`config.mk`:
```
export PLATFORM = sky130hd
export DESIGN_NAME = writeback_arbiter_flat
export DESIGN_NICKNAME = d
export VERILOG_FILES = /design/src/rtl/wb_pkg.sv /design/src/rtl/writeback_arbiter_if.sv /design/src/rtl/wb_fifo.sv /design/src/rtl/writeback_arbiter.sv /design/src/flat_wrapper.sv
export SDC_FILE = /design/constraint.sdc
export NUM_CORES = 1
export LEC_CHECK = 0
export BUFFER_PORTS_ARGS = -buffer_cell sky130_fd_sc_hd__buf_2
export CORE_ASPECT_RATIO = 1.1
export CORE_MARGIN = 2
export CORE_UTILIZATION = 35
export CTS_CLUSTER_SIZE = 20
export DETAILED_ROUTE_END_ITERATION = 6
export PLACE_DENSITY = 0.62
export SYNTH_ARGS = -nofsm -noshare
export SYNTH_HDL_FRONTEND = slang
export SYNTH_SLANG_ARGS = --single-unit
export TNS_END_PERCENT = 1
```
`constraint.sdc`:
```
create_clock -name clk -period 10.5 [get_ports clk]
set_clock_uncertainty 0.2 [all_clocks]
set_input_delay 2.1 -clock clk [delete_from_list [all_inputs] [get_ports clk]]
set_output_delay 2.1 -clock clk [all_outputs]
set_load 0.01 [all_outputs]
```
`src/rtl/wb_pkg.sv`:
```
// Shared types and constants for the writeback stage.
package wb_pkg;

  localparam int XLEN   = 32;
  localparam int REG_AW = 5;

  typedef enum logic [1:0] {
    RES_ALU = 2'b00,
    RES_MEM = 2'b01,
    RES_PC4 = 2'b10
  } resultSrc_e;

  // One buffered FPU result: destination float register and its value.
  typedef struct packed {
    logic [REG_AW-1:0] rd;
    logic [XLEN-1:0]   data;
  } bufEntry_t;

  localparam int ENTRY_W = $bits(bufEntry_t);

  // Pick the writeback value; the unused 2'b11 encoding falls back to the ALU result.
  function automatic logic [XLEN-1:0] selectResult(
    input logic [1:0]      resultSrc,
    input logic [XLEN-1:0] aluResult,
    input logic [XLEN-1:0] readData,
    input logic [XLEN-1:0] pcPlus4
  );
    logic [XLEN-1:0] res;
    case (resultSrc_e'(resultSrc))
      RES_ALU: res = aluResult;
      RES_MEM: res = readData;
      RES_PC4: res = pcPlus4;
      default: res = aluResult;
    endcase
    return res;
  endfunction

endpackage

```
`src/rtl/writeback_arbiter_if.sv`:
```
// MEM/WB inputs, FPU result handshake and register-file write port.
interface writeback_arbiter_if;
  import wb_pkg::*;

  logic              wb_valid;
  logic              RegWrite;
  logic              RegWriteF;
  logic [1:0]        ResultSrc;
  logic [XLEN-1:0]   ALUResult;
  logic [XLEN-1:0]   ReadData;
  logic [XLEN-1:0]   PCPlus4;
  logic [REG_AW-1:0] Rd;
  logic              fpu_valid;
  logic [REG_AW-1:0] fpu_rd;
  logic [XLEN-1:0]   fpu_result;
  logic              fpu_ready;
  logic              stall;
  logic              WE;
  logic              WEF;
  logic [REG_AW-1:0] WA;
  logic [XLEN-1:0]   WB;

  // Producer side: pipeline, FPU and the register file observer.
  modport master (
    output wb_valid, RegWrite, RegWriteF, ResultSrc, ALUResult, ReadData, PCPlus4, Rd,
    output fpu_valid, fpu_rd, fpu_result,
    input  fpu_ready, stall, WE, WEF, WA, WB
  );

  // Arbiter side.
  modport slave (
    input  wb_valid, RegWrite, RegWriteF, ResultSrc, ALUResult, ReadData, PCPlus4, Rd,
    input  fpu_valid, fpu_rd, fpu_result,
    output fpu_ready, stall, WE, WEF, WA, WB
  );
endinterface

```
`src/rtl/wb_fifo.sv`:
```
// Synchronous FIFO holding late FPU results until a writeback slot opens.
module wb_fifo #(
  parameter int DEPTH = 2,
  parameter int WIDTH = 37
) (
  input  logic                   clk,
  input  logic                   reset,
  input  logic                   push,
  input  logic                   pop,
  input  logic [WIDTH-1:0]       wdata,
  output logic [WIDTH-1:0]       rdata,
  output logic                   full,
  output logic                   empty,
  output logic [$clog2(DEPTH):0] count
);
  localparam int AW = $clog2(DEPTH);
  localparam int CW = AW + 1;
  localparam logic [CW-1:0] DEPTH_C = CW'(DEPTH);

  logic [WIDTH-1:0] mem_r [DEPTH];
  logic [AW-1:0]    wrPtr_r;
  logic [AW-1:0]    rdPtr_r;
  logic [CW-1:0]    count_r;
  logic             doPush_s;
  logic             doPop_s;

  // Overflow and underflow requests are ignored rather than corrupting state.
  assign doPush_s = push && !full;
  assign doPop_s  = pop && !empty;
  assign full     = (count_r == DEPTH_C);
  assign empty    = (count_r == {CW{1'b0}});
  assign count    = count_r;
  assign rdata    = mem_r[rdPtr_r];

  // Storage and pointers; DEPTH is a power of two so pointers wrap naturally.
  always_ff @(posedge clk or posedge reset) begin
    if (reset) begin
      for (int i = 0; i < DEPTH; i++) begin
        mem_r[i] <= {WIDTH{1'b0}};
      end
      wrPtr_r <= {AW{1'b0}};
      rdPtr_r <= {AW{1'b0}};
    end else begin
      if (doPush_s) begin
        mem_r[wrPtr_r] <= wdata;
        wrPtr_r        <= wrPtr_r + AW'(1);
      end
      if (doPop_s) begin
        rdPtr_r <= rdPtr_r + AW'(1);
      end
    end
  end

  // Occupancy count; a simultaneous push and pop leaves it unchanged.
  always_ff @(posedge clk or posedge reset) begin
    if (reset) begin
      count_r <= {CW{1'b0}};
    end else begin
      case ({doPush_s, doPop_s})
        2'b10:   count_r <= count_r + CW'(1);
        2'b01:   count_r <= count_r - CW'(1);
        default: count_r <= count_r;
      endcase
    end
  end

endmodule

```
`src/rtl/writeback_arbiter.sv`:
```
// Writeback arbiter: pipeline results win the register-file port, buffered
// FPU results drain on idle slots, and a starved buffer forces a one-cycle stall.
module writeback_arbiter
  import wb_pkg::*;
#(
  parameter int DEPTH        = 2,
  parameter int STARVE_LIMIT = 8
) (
  input logic               clk,
  input logic               reset,
  writeback_arbiter_if.slave bus
);
  localparam int CW = $clog2(DEPTH) + 1;
  localparam int SW = $clog2(STARVE_LIMIT + 1);
  localparam logic [CW-1:0] DEPTH_C    = CW'(DEPTH);
  localparam logic [SW-1:0] STARVE_MAX = SW'(STARVE_LIMIT);

  logic               pipeSlot_s;
  logic               pop_s;
  logic               push_s;
  logic               fifoFull_s;
  logic               fifoEmpty_s;
  logic [CW-1:0]      fifoCount_s;
  logic [CW-1:0]      countNext_s;
  logic [SW-1:0]      starveNext_s;
  logic [ENTRY_W-1:0] headBits_s;
  bufEntry_t          head_s;
  bufEntry_t          pushEntry_s;

  logic [SW-1:0]      starveCnt_r;
  logic               stall_r;
  logic               fpuReady_r;
  logic               we_r;
  logic               wef_r;
  logic [REG_AW-1:0]  wa_r;
  logic [XLEN-1:0]    wb_r;

  assign pushEntry_s = '{rd: bus.fpu_rd, data: bus.fpu_result};
  assign head_s      = bufEntry_t'(headBits_s);

  wb_fifo #(
    .DEPTH (DEPTH),
    .WIDTH (ENTRY_W)
  ) u_fifo (
    .clk   (clk),
    .reset (reset),
    .push  (push_s),
    .pop   (pop_s),
    .wdata (pushEntry_s),
    .rdata (headBits_s),
    .full  (fifoFull_s),
    .empty (fifoEmpty_s),
    .count (fifoCount_s)
  );

  // Slot arbitration plus next values of the occupancy and starvation bookkeeping.
  always_comb begin
    pipeSlot_s   = 1'b0;
    pop_s        = 1'b0;
    push_s       = 1'b0;
    countNext_s  = fifoCount_s;
    starveNext_s = {SW{1'b0}};

    // A registered stall makes the held instruction yield its slot to the buffer.
    pipeSlot_s  = bus.wb_valid && !stall_r && (bus.RegWrite || bus.RegWriteF);
    pop_s       = !pipeSlot_s && !fifoEmpty_s;
    push_s      = bus.fpu_valid && fpuReady_r && !fifoFull_s;
    countNext_s = fifoCount_s + CW'(push_s) - CW'(pop_s);

    if (fifoEmpty_s || pop_s) begin
      starveNext_s = {SW{1'b0}};
    end else if (starveCnt_r == STARVE_MAX) begin
      starveNext_s = STARVE_MAX;
    end else begin
      starveNext_s = starveCnt_r + SW'(1);
    end
  end

  // Starvation counter, forced stall and FPU back-pressure, all from end-of-cycle state.
  always_ff @(posedge clk or posedge reset) begin
    if (reset) begin
      starveCnt_r <= {SW{1'b0}};
      stall_r     <= 1'b0;
      fpuReady_r  <= 1'b1;
    end else begin
      starveCnt_r <= starveNext_s;
      stall_r     <= (starveNext_s == STARVE_MAX);
      fpuReady_r  <= (countNext_s < DEPTH_C);
    end
  end

  // Register-file write port; address and data hold on idle cycles.
  always_ff @(posedge clk or posedge reset) begin
    if (reset) begin
      we_r  <= 1'b0;
      wef_r <= 1'b0;
      wa_r  <= {REG_AW{1'b0}};
      wb_r  <= {XLEN{1'b0}};
    end else if (pipeSlot_s) begin
      // x0 is hardwired to zero, f0 is a real register.
      we_r  <= bus.RegWrite && (bus.Rd != {REG_AW{1'b0}});
      wef_r <= bus.RegWriteF;
      wa_r  <= bus.Rd;
      wb_r  <= selectResult(bus.ResultSrc, bus.ALUResult, bus.ReadData, bus.PCPlus4);
    end else if (pop_s) begin
      we_r  <= 1'b0;
      wef_r <= 1'b1;
      wa_r  <= head_s.rd;
      wb_r  <= head_s.data;
    end else begin
      we_r  <= 1'b0;
      wef_r <= 1'b0;
    end
  end

  assign bus.WE        = we_r;
  assign bus.WEF       = wef_r;
  assign bus.WA        = wa_r;
  assign bus.WB        = wb_r;
  assign bus.stall     = stall_r;
  assign bus.fpu_ready = fpuReady_r;

endmodule
```
`src/flat_wrapper.sv`:
```
// flat-port wrapper written by rule: the top's interface ports become plain ports
module writeback_arbiter_flat import wb_pkg::*;
#(
  parameter int DEPTH        = 2,
  parameter int STARVE_LIMIT = 8
)
  (clk, reset, bus_wb_valid, bus_RegWrite, bus_RegWriteF, bus_ResultSrc, bus_ALUResult, bus_ReadData, bus_PCPlus4, bus_Rd, bus_fpu_valid, bus_fpu_rd, bus_fpu_result, bus_fpu_ready, bus_stall, bus_WE, bus_WEF, bus_WA, bus_WB);
  writeback_arbiter_if bus_i ();
  input logic clk;
  input logic reset;
  input wire logic [$bits(bus_i.wb_valid)-1:0] bus_wb_valid;
  input wire logic [$bits(bus_i.RegWrite)-1:0] bus_RegWrite;
  input wire logic [$bits(bus_i.RegWriteF)-1:0] bus_RegWriteF;
  input wire logic [$bits(bus_i.ResultSrc)-1:0] bus_ResultSrc;
  input wire logic [$bits(bus_i.ALUResult)-1:0] bus_ALUResult;
  input wire logic [$bits(bus_i.ReadData)-1:0] bus_ReadData;
  input wire logic [$bits(bus_i.PCPlus4)-1:0] bus_PCPlus4;
  input wire logic [$bits(bus_i.Rd)-1:0] bus_Rd;
  input wire logic [$bits(bus_i.fpu_valid)-1:0] bus_fpu_valid;
  input wire logic [$bits(bus_i.fpu_rd)-1:0] bus_fpu_rd;
  input wire logic [$bits(bus_i.fpu_result)-1:0] bus_fpu_result;
  output wire logic [$bits(bus_i.fpu_ready)-1:0] bus_fpu_ready;
  output wire logic [$bits(bus_i.stall)-1:0] bus_stall;
  output wire logic [$bits(bus_i.WE)-1:0] bus_WE;
  output wire logic [$bits(bus_i.WEF)-1:0] bus_WEF;
  output wire logic [$bits(bus_i.WA)-1:0] bus_WA;
  output wire logic [$bits(bus_i.WB)-1:0] bus_WB;
  assign bus_i.wb_valid = bus_wb_valid;
  assign bus_i.RegWrite = bus_RegWrite;
  assign bus_i.RegWriteF = bus_RegWriteF;
  assign bus_i.ResultSrc = bus_ResultSrc;
  assign bus_i.ALUResult = bus_ALUResult;
  assign bus_i.ReadData = bus_ReadData;
  assign bus_i.PCPlus4 = bus_PCPlus4;
  assign bus_i.Rd = bus_Rd;
  assign bus_i.fpu_valid = bus_fpu_valid;
  assign bus_i.fpu_rd = bus_fpu_rd;
  assign bus_i.fpu_result = bus_fpu_result;
  assign bus_fpu_ready = bus_i.fpu_ready;
  assign bus_stall = bus_i.stall;
  assign bus_WE = bus_i.WE;
  assign bus_WEF = bus_i.WEF;
  assign bus_WA = bus_i.WA;
  assign bus_WB = bus_i.WB;
  writeback_arbiter #(.DEPTH(DEPTH), .STARVE_LIMIT(STARVE_LIMIT)) u_core (.clk(clk), .reset(reset), .bus(bus_i));
endmodule
```
* Word level (Yosys, flattened, before mapping) *
Index checks and enable logic that the tools add are counted.

operators by class
  $add $sub $neg = 7
  $lt $le $gt $ge = 4
  equality and inequality tests = 7
  multiplexer cells = 17
  bitwise gates (word level) = 2
  reductions and logical operators = 19

operator list
  kind                                                      count
  2-to-1 mux 37 bit                                         4
  bitwise mux 74 bit                                        1
  2-to-1 mux 32 bit                                         2
  case mux 32 bit (2 select lines)                          1
  demux 37 bit (select 1 bit)                               1
  2-to-1 mux 5 bit                                          2
  logical AND 1 bit                                         9
  == test 4 bit, second input constant                      2
  2-to-1 mux 4 bit                                          2
  == test 2 bit, second input constant                      3
  nonzero test 5 bit                                        1
  adder 4 x 1 -> 4 bit, second input constant               1
  == test 2 x 1 -> 1 bit, second input constant             2
  greater-or-equal comparator 2 bit, second input constant  2
  logical NOT 1 bit                                         4
  inverter 1 -> 2 bit                                       2
  case mux 2 bit (2 select lines)                           1
  nonzero test 2 bit                                        2
  2-to-1 mux 1 bit                                          3
  adder 1 bit, second input constant                        2
  adder 2 x 1 -> 2 bit                                      1
  adder 2 x 1 -> 2 bit, second input constant               1
  logical NOT 2 bit                                         1
  logical OR 1 bit                                          2
  4 further kinds                                           4

storage, ports and cells
  flip-flop bits (word level) = 123
  input port bits = 146
  output and inout bits = 41
  logic and storage cells = 68

* Logic depth before layout (Yosys ltp) *
Gate-level depths: netlist (run 1).

  word-level depth = 8
  depth in mapped cells = 8

* Cells and area by module *
From an unflattened synthesis (run 1), not the netlist that was laid out.

unflattened totals
  cells, all modules = 475
  area, all modules = 6470.0 µm²

modules (own cells, without submodules)
  module             times used  cells an instance  area each (µm²)  sequential area each (µm²)
  wb_fifo            1           216                3711.1           1951.9
  writeback_arbiter  1           259                2758.9           1127.3

* Worst setup path before layout (run 1) *
Ideal clock, no wire load.

  path kind = input to register
  start point = input bus_ResultSrc[0]
  end point = register u_core.wb_r[10], in the netlist u_core.bus.WB[10]
  setup time = 0.095 ns
  arrival = 3.211 ns
  required time = 10.205 ns
  setup slack = 6.994 ns
  stages = 6
  path buffers = 2
  path through = inv_1 -> ha_1 -> clkbuf_1 -> clkbuf_1 -> a221oi_1 -> o32ai_2

between the ends
  longest elaborated chain between the ends = 3
  elaborated cells on any way between the ends = 4
  those cells by class = 2 x eq/ne; 2 x mux

ends and longest elaborated chain
  item                                                     line                      text
  from (decl)                                              flat_wrapper.sv:14        input wire logic [$bits(bus_i.ResultSrc)-1:0] bus_ResultSrc;
  == test 2 bit or == test 2 x 1 -> 1 bit (tied branches)  wb_pkg.sv:29              case (resultSrc_e'(resultSrc))
  case mux 32 bit (2 select lines) (*)                     wb_pkg.sv:29
  2-to-1 mux 32 bit (*)                                    writeback_arbiter.sv:99   end else if (pipeSlot_s) begin
  to (signal assigned)                                     writeback_arbiter.sv:98   wb_r <= {XLEN{1'b0}};
  to (signal assigned)                                     writeback_arbiter.sv:104  wb_r <= selectResult(bus.ResultSrc, bus.ALUResult, bus.ReadData, bus.PCPlus4);
  to (signal assigned)                                     writeback_arbiter.sv:109  wb_r <= head_s.data;
  to (decl)                                                writeback_arbiter.sv:36   logic [XLEN-1:0] wb_r;

Mark *: on every way between the ends. The rest lies on a longest branch, timed or not.
A chain may end at the register's enable or synchronous reset.

* Worst setup path in the final report (run 1) *
  start point = input bus_RegWriteF
  end point = register u_core.wb_r[15], in the netlist u_core.bus.WB[15]

between the ends
  longest elaborated chain between the ends = 5
  elaborated cells on any way between the ends = 6
  those cells by class = 1 x mux; 5 x reduce/logical

ends and longest elaborated chain
  item                          line                     text
  from (decl)                   flat_wrapper.sv:13       input wire logic [$bits(bus_i.RegWriteF)-1:0] bus_RegWriteF;
  logical OR 1 bit (*)          writeback_arbiter.sv:65  pipeSlot_s = bus.wb_valid && !stall_r && (bus.RegWrite || bus.RegWriteF);
  logical AND 1 bit (*)         writeback_arbiter.sv:65
  logical NOT 1 bit             writeback_arbiter.sv:66  pop_s = !pipeSlot_s && !fifoEmpty_s;
  logical AND 1 bit             writeback_arbiter.sv:66
  nonzero test 2 bit (no line)  n/a

Marked as above.

==> impl_results.md, run 1 <==
- Layout cells sized above 1: 45.2%
- Post-cts sizing count: 0
- Final setup margin: 6.81 ns
- Reg-to-reg setup timing slack: 7.89 ns
- Core ar.: 0.0177 mm²
- Setup Crit Path Kind: in2reg
- Post-place setup slack: 6.40 ns
- Root buffer cell: clkbuf_16
- Critical Path Sink: u_core.bus.WB[15]
- Syn-to-layout area delta: 26.2%
- Total Wirelength: 17100 µm
- Area leader, netlist: dfrtp_1
- Initial core utilization: 35.7%
- Critical Path Start: bus_RegWriteF
- TritonCTS Buffers: 17
- First DRT Iteration DRCs: 248
- Slew HR: 24.0%
- Cell area after layout: 0.00800 mm²
- Outcome: finished clean
- R2r endpoint: u_core.u_fifo.count[1]
- Hpwl dp: 11000 µm
- DP Cell Count: 888
- CP startpoint kind: primary input
- CTS tree: built
- Final worst path period share: 35.1%
- CP arrival: 3.74 ns
- Vias: 4898
- Antenna violations before repair: 1
- TNS Setup: 0 ns
- Die width: 132 µm
- GRT Total Usage: 18.3%
- Synth unique cells: 38
- Mapped Cells: 508
- Fmax: 0.271 GHz
- First-pass GRT wire length: 28000 µm
- CTS Buffer Depth: 2
- Max_cap viols: 0
- Post-synth EDFFs: 0
- Hold slack final: 0.296 ns
- Final nets: 820
- Hold Path Class: reg2reg
- RR Startpoint: u_core.u_fifo.count[1]
- Clock Latency Late Sink: 0.41 ns
- CTS clk-pin slew, worst paths: 0.06 ns
- Yosys top cell area share: 48.1%
- Detail Route Antenna Nets: 0
- Site Rows: 51
- Placed cell area: 0.00735 mm²
- Seq/Total Area, Yosys: 48.6%
- Cell Area, Synth: 0.00634 mm²
- Fraction of registers with async set/reset: 100%
- Final Util: 45.1%
- Setup bufs post-CTS: 0
- Final hold vios: 0
- Dominant synthesized flop cell: dfrtp_1
- Wire length per cell: 18.6 µm
- GPL Wtd Cong: 0.777
- CP Capture Type: flip-flop
- Synth area leaders: dfrtp_1, mux2_4, nor2b_1
- Clock sink count: 123
- # port buffers: 186
- Htree depth: 4
- Unrepaired setup endpoints after global routing: no
- Most frequent cell after synthesis: dfrtp_1
- Syn_area_per_cell: 12.5 µm²
- Critical Path Fanout Max: 41
- Slew @ Worst Pin: 1.14 ns
- Die area: 0.0192 mm²
- Die height: 145 µm
- Crit path required time: 10.56 ns
- Congestion Overflow GR: 0
- I/O pins: 187
- First-pass DRT Iterations: 4
- Power Total: 2.41 mW
- Most frequent cells after synthesis: dfrtp_1, nor2b_1, mux2_4, a211oi_1, o22ai_1
- Pwr per Cell Area: 301 mW/mm²
- Pleak: 3.69 nW
- Hold Buf Count CTS: 0
- Min Tclk post-route: 3.69 ns
- Warnings, synthesis: 0
- Yosys reg bits: 123
- Via density: 5.32
- # DRC: 0
- Reg2Reg Depth: 7
- VDD IR max: 137 µV
- Vias in the first global route: 5329
- Synthesized Nets: 659
- Largest net degree at the start of global routing: 73
- Cell Count, Final, Fillers Out: 921
- Max-slew violation count: 0
- Final setup violation count: 0
## critical path: stages
cell,delay [ns]
buf_2,0.12
nor2_4,0.09
buf_4,0.44
or2_2,0.75
o32ai_1,0.21
## sequential cells by signal (all words and copies together) (netlist names)
| register | flops |
|---|---|
| u_core.bus.WA | 5 |
| u_core.bus.WB | 32 |
| u_core.bus.WE | 1 |
| u_core.bus.WEF | 1 |
| u_core.bus.fpu_ready | 1 |
| u_core.bus.stall | 1 |
| u_core.starveCnt_r | 4 |
| u_core.u_fifo.count | 2 |
| u_core.u_fifo.mem_r | 74 |
| u_core.u_fifo.rdPtr_r | 1 |
| u_core.u_fifo.wrPtr_r | 1 |
## where the power goes
part,total (mW),switching [mW],internal (mW),leakage (nW)
Clock,0.647,0.214,0.433,0.309
Sequential,0.867,0.158,0.709,1.48
Combinational,0.892,0.400,0.491,1.90
## per-layer routing
metal | GRT usage, % | wire length [µm]
met1 | 23.9 | 7490
met2 | 30.2 | 8510
met3 | 3.67 | 854
met4 | 6.08 | 240
met5 | 0 | 0
## logic make-up (layout without fill, tap and decap cells)
family,after synthesis,count (layout),synth area share (%)
compound gates,147,147,18.2
flops,123,123,48.6
simple gates,93,93,9.31
mux,75,75,16.9
buf+inv,56,230,4.87
xor+xnor,9,9,1.24
fa+ha+maj,5,5,0.987
other cells,0,1,0
## area by class of cell
type,instances,area (µm²)
flip-flops and latches,123,3080
clock inverters,11,191
clock buffers,21,460
well taps,238,298
repair buffers,191,968
fillers,1721,9740
multi-input cells,329,2970
diodes,1,2.50
inverters,7,28.8
## worst min path at each step
stage	start	end	cells after the start
after CTS	u_core.u_fifo.mem_r[49]	u_core.u_fifo.mem_r[49]	1
after detailed placement	u_core.u_fifo.mem_r[69]	u_core.u_fifo.mem_r[69]	1
after global placement	u_core.u_fifo.mem_r[47]	u_core.u_fifo.mem_r[47]	1
final	u_core.u_fifo.mem_r[45]	u_core.u_fifo.mem_r[45]	1
after floorplan	u_core.u_fifo.mem_r[44]	u_core.u_fifo.mem_r[44]	1
after global routing	u_core.u_fifo.mem_r[50]	u_core.u_fifo.mem_r[50]	1
## cells in the final DEF (no fill, tap or decap), types with 2 or more instances in the layout
master / netlist / layout
or2_2: 1 / 2
clkinv_2: 0 / 2
a221oi_1: 32 / 32
ha_1: 5 / 4
dfrtp_1: 122 / 121
o2bb2ai_1: 5 / 5
nor2_4: 0 / 2
clkbuf_8: 0 / 2
o32ai_1: 30 / 30
xnor2_1: 6 / 6
xor2_1: 3 / 3
nor3_1: 3 / 3
o32ai_2: 2 / 2
buf_2: 7 / 186
nor2_1: 6 / 4
o21ai_0: 2 / 2
o22ai_1: 37 / 37
clkbuf_16: 0 / 17
bufinv_16: 0 / 5
clkbuf_1: 28 / 2
inv_1: 7 / 6
mux2_4: 60 / 60
mux2_2: 14 / 14
nor2b_1: 70 / 70
clkinvlp_4: 0 / 3
buf_4: 0 / 5
nand3_1: 2 / 2
a211oi_1: 37 / 37
Power figures use the tool's default switching activity.
==> run 2: changes to the inputs <==
PLACE_DENSITY = 0.64   (was 0.62)
clock period = 3.24 ns   (was 10.5 ns; I/O delays follow)
==> run 2 against run 1 <==
Flip-flop and latch count did not move. Non-clock buffer count grew 5. Register-to-register slack got worse by 7.3 ns. Hold slack got worse by 0.091 ns. Combinational power grew to 3.3 times the previous value. Via count is 1.4% higher.
==> impl_results.md, run 2 (synthesis gave the netlist of run 1 again) <==
- Final setup violation count: 0
- Max-slew violation count: 0
- Die width: 132 µm
- Power share of the clock group: 25.5%
- Sequential Power Share: 36.6%
- Hpwl dp: 11800 µm
- Max FFs per register: 74
- Most common cell after layout, fill and taps aside: buf_2
- CTS Buffer Depth: 2
- Unrepaired setup endpoints after global routing: no
- Outcome: finished clean
- First DRT Iteration DRCs: 278
- Commonest non-fill, non-tap cells in the layout: buf_2, dfrtp_1, nor2b_1, mux2_4
- Setup Crit Path Kind: reg2reg
- Initial core utilization: 35.7%
- Clock sink count: 123
- Hold Path Class: in2async
- Final worst path period share: 81.7%
- CP startpoint kind: flip-flop
- Pleak: 3.71 nW
- Area occupied by registers: 0.00308 mm²
- Syn-to-layout area delta: 26.6%
- I/O pins: 187
- VDD IR max: 402 µV
- Number of antenna diodes: 0
- Placed cell area: 0.00742 mm²
- Vias in the first global route: 5273
- Switching share of total power: 32.6%
- Post-cts sizing count: 0
- Pint: 5.19 mW
- TritonCTS Buffers: 17
- Min Tclk post-route: 2.65 ns
- Htree depth: 4
- Critical Path Fanout Max: 38
- Detail Route Antenna Nets: 0
- Fmax: 0.378 GHz
- GRT Total Usage: 18.5%
- Hold Buf Count CTS: 0
- Clock Latency Late Sink: 0.41 ns
- Largest net degree at the start of global routing: 55
- Via density: 5.37
- CP Capture Type: flip-flop
- Antenna violations before repair: 0
- Root buffer cell: clkbuf_16
- Slew @ Worst Pin: 1.00 ns
- Net Switching: 2.52 mW
- Multi-input logic area: 0.00297 mm²
- Gate power share: 37.9%
- Final hold vios: 0
- Crit path required time: 3.32 ns
- First-pass GRT wire length: 28000 µm
- Cell area after layout: 0.00803 mm²
- Wire length per cell: 19.0 µm
- Slew HR: 33.1%
- Congestion Overflow GR: 0
- Pwr per Cell Area: 961 mW/mm²
- Max_cap viols: 0
- TNS Setup: 0 ns
- Core ar.: 0.0177 mm²
- Final nets: 825
- Largest Register: u_core.u_fifo.mem_r
- # fillers: 1652
- Die height: 145 µm
- CTS tree: built
- Layout cells sized above 1: 45.3%
- # port buffers: 186
- CP arrival: 2.73 ns
- Die area: 0.0192 mm²
- First-pass DRT Iterations: 5
- Site Rows: 51
- Total Wirelength: 17600 µm
- Vias: 4966
- CTS clk-pin slew, worst paths: 0.05 ns
- Setup bufs post-CTS: 0
- GPL Wtd Cong: 0.776
- # DRC: 0
run 2: critical path, cell delays in order (launching register included):
cell and delay [ns]:
dfrtp_1 0.48, or2_2 0.73, o21ai_0 0.37, inv_1 0.13, ha_1 0.21, xnor2_1 0.15, nor2_1 0.08, xor2_1 0.14
run 2: per-layer routing:
layer | up-vias | part of all wire [%] | track usage (%)
met3 | 23 | 6.2 | 4.86
li1 | 2278 | - | -
met5 | - | 0 | 0
met1 | 2475 | 44 | 23.8
met2 | 190 | 48 | 30.1
met4 | 0 | 1.5 | 6.13
run 2: layout make-up:
class | count | share of cell area (%)
clock buffers | 24 | 6.13
clock inverters | 7 | 1.40
inverters | 7 | 0.374
multi-input cells | 329 | 37.0
flip-flops and latches | 123 | 38.4
well taps | 238 | 3.71
repair buffers | 196 | 13.0
run 2: power groups by stage:
stage                     clock network [mW]  logic, mW  registers (mW)
final                                   1.97       2.92            2.82
after global routing                    2.05       3.18            2.92
after CTS                               1.99       2.94            2.82
after detailed placement                   0       2.93            2.83
after global placement                     0       2.83            2.80
after floorplan                            0       2.18            2.75
run 2: worst paths after layout:
check | start | end | slack, ns | cells past startpoint
max in group asynchronous | reset | u_core.u_fifo.mem_r[71] | 1.88 | 3
min in group clk | bus_Rd[3] | u_core.bus.WA[3] | 0.27 | 2
hold / removal | reset | u_core.bus.WA[2] | 0.20 | 2
setup / recovery | u_core.u_fifo.count[1] | u_core.u_fifo.count[1] | 0.59 | 7
hold reg to reg | u_core.u_fifo.mem_r[44] | u_core.u_fifo.mem_r[44] | 0.29 | 1
setup reg to reg | u_core.u_fifo.count[1] | u_core.u_fifo.count[1] | 0.59 | 7
run 2: through the flow:
step / setup slack [ns] / power [mW] / hold WS [ns] / instances / utilization [%]
3_5_place_dp: 0.639 / 5.76 / 0.284 / 893 / 41.8
2_1_floorplan: 0.882 / 4.93 / 0.271 / 508 / -
4_1_cts: 0.622 / 7.75 / 0.221 / 924 / 45.2
3_3_place_gp: 0.765 / 5.63 / 0.279 / 893 / 41.8
5_1_grt: 0.369 / 8.16 / 0.256 / 924 / 45.2
6_report: 0.594 / 7.71 / 0.205 / 924 / 45.2
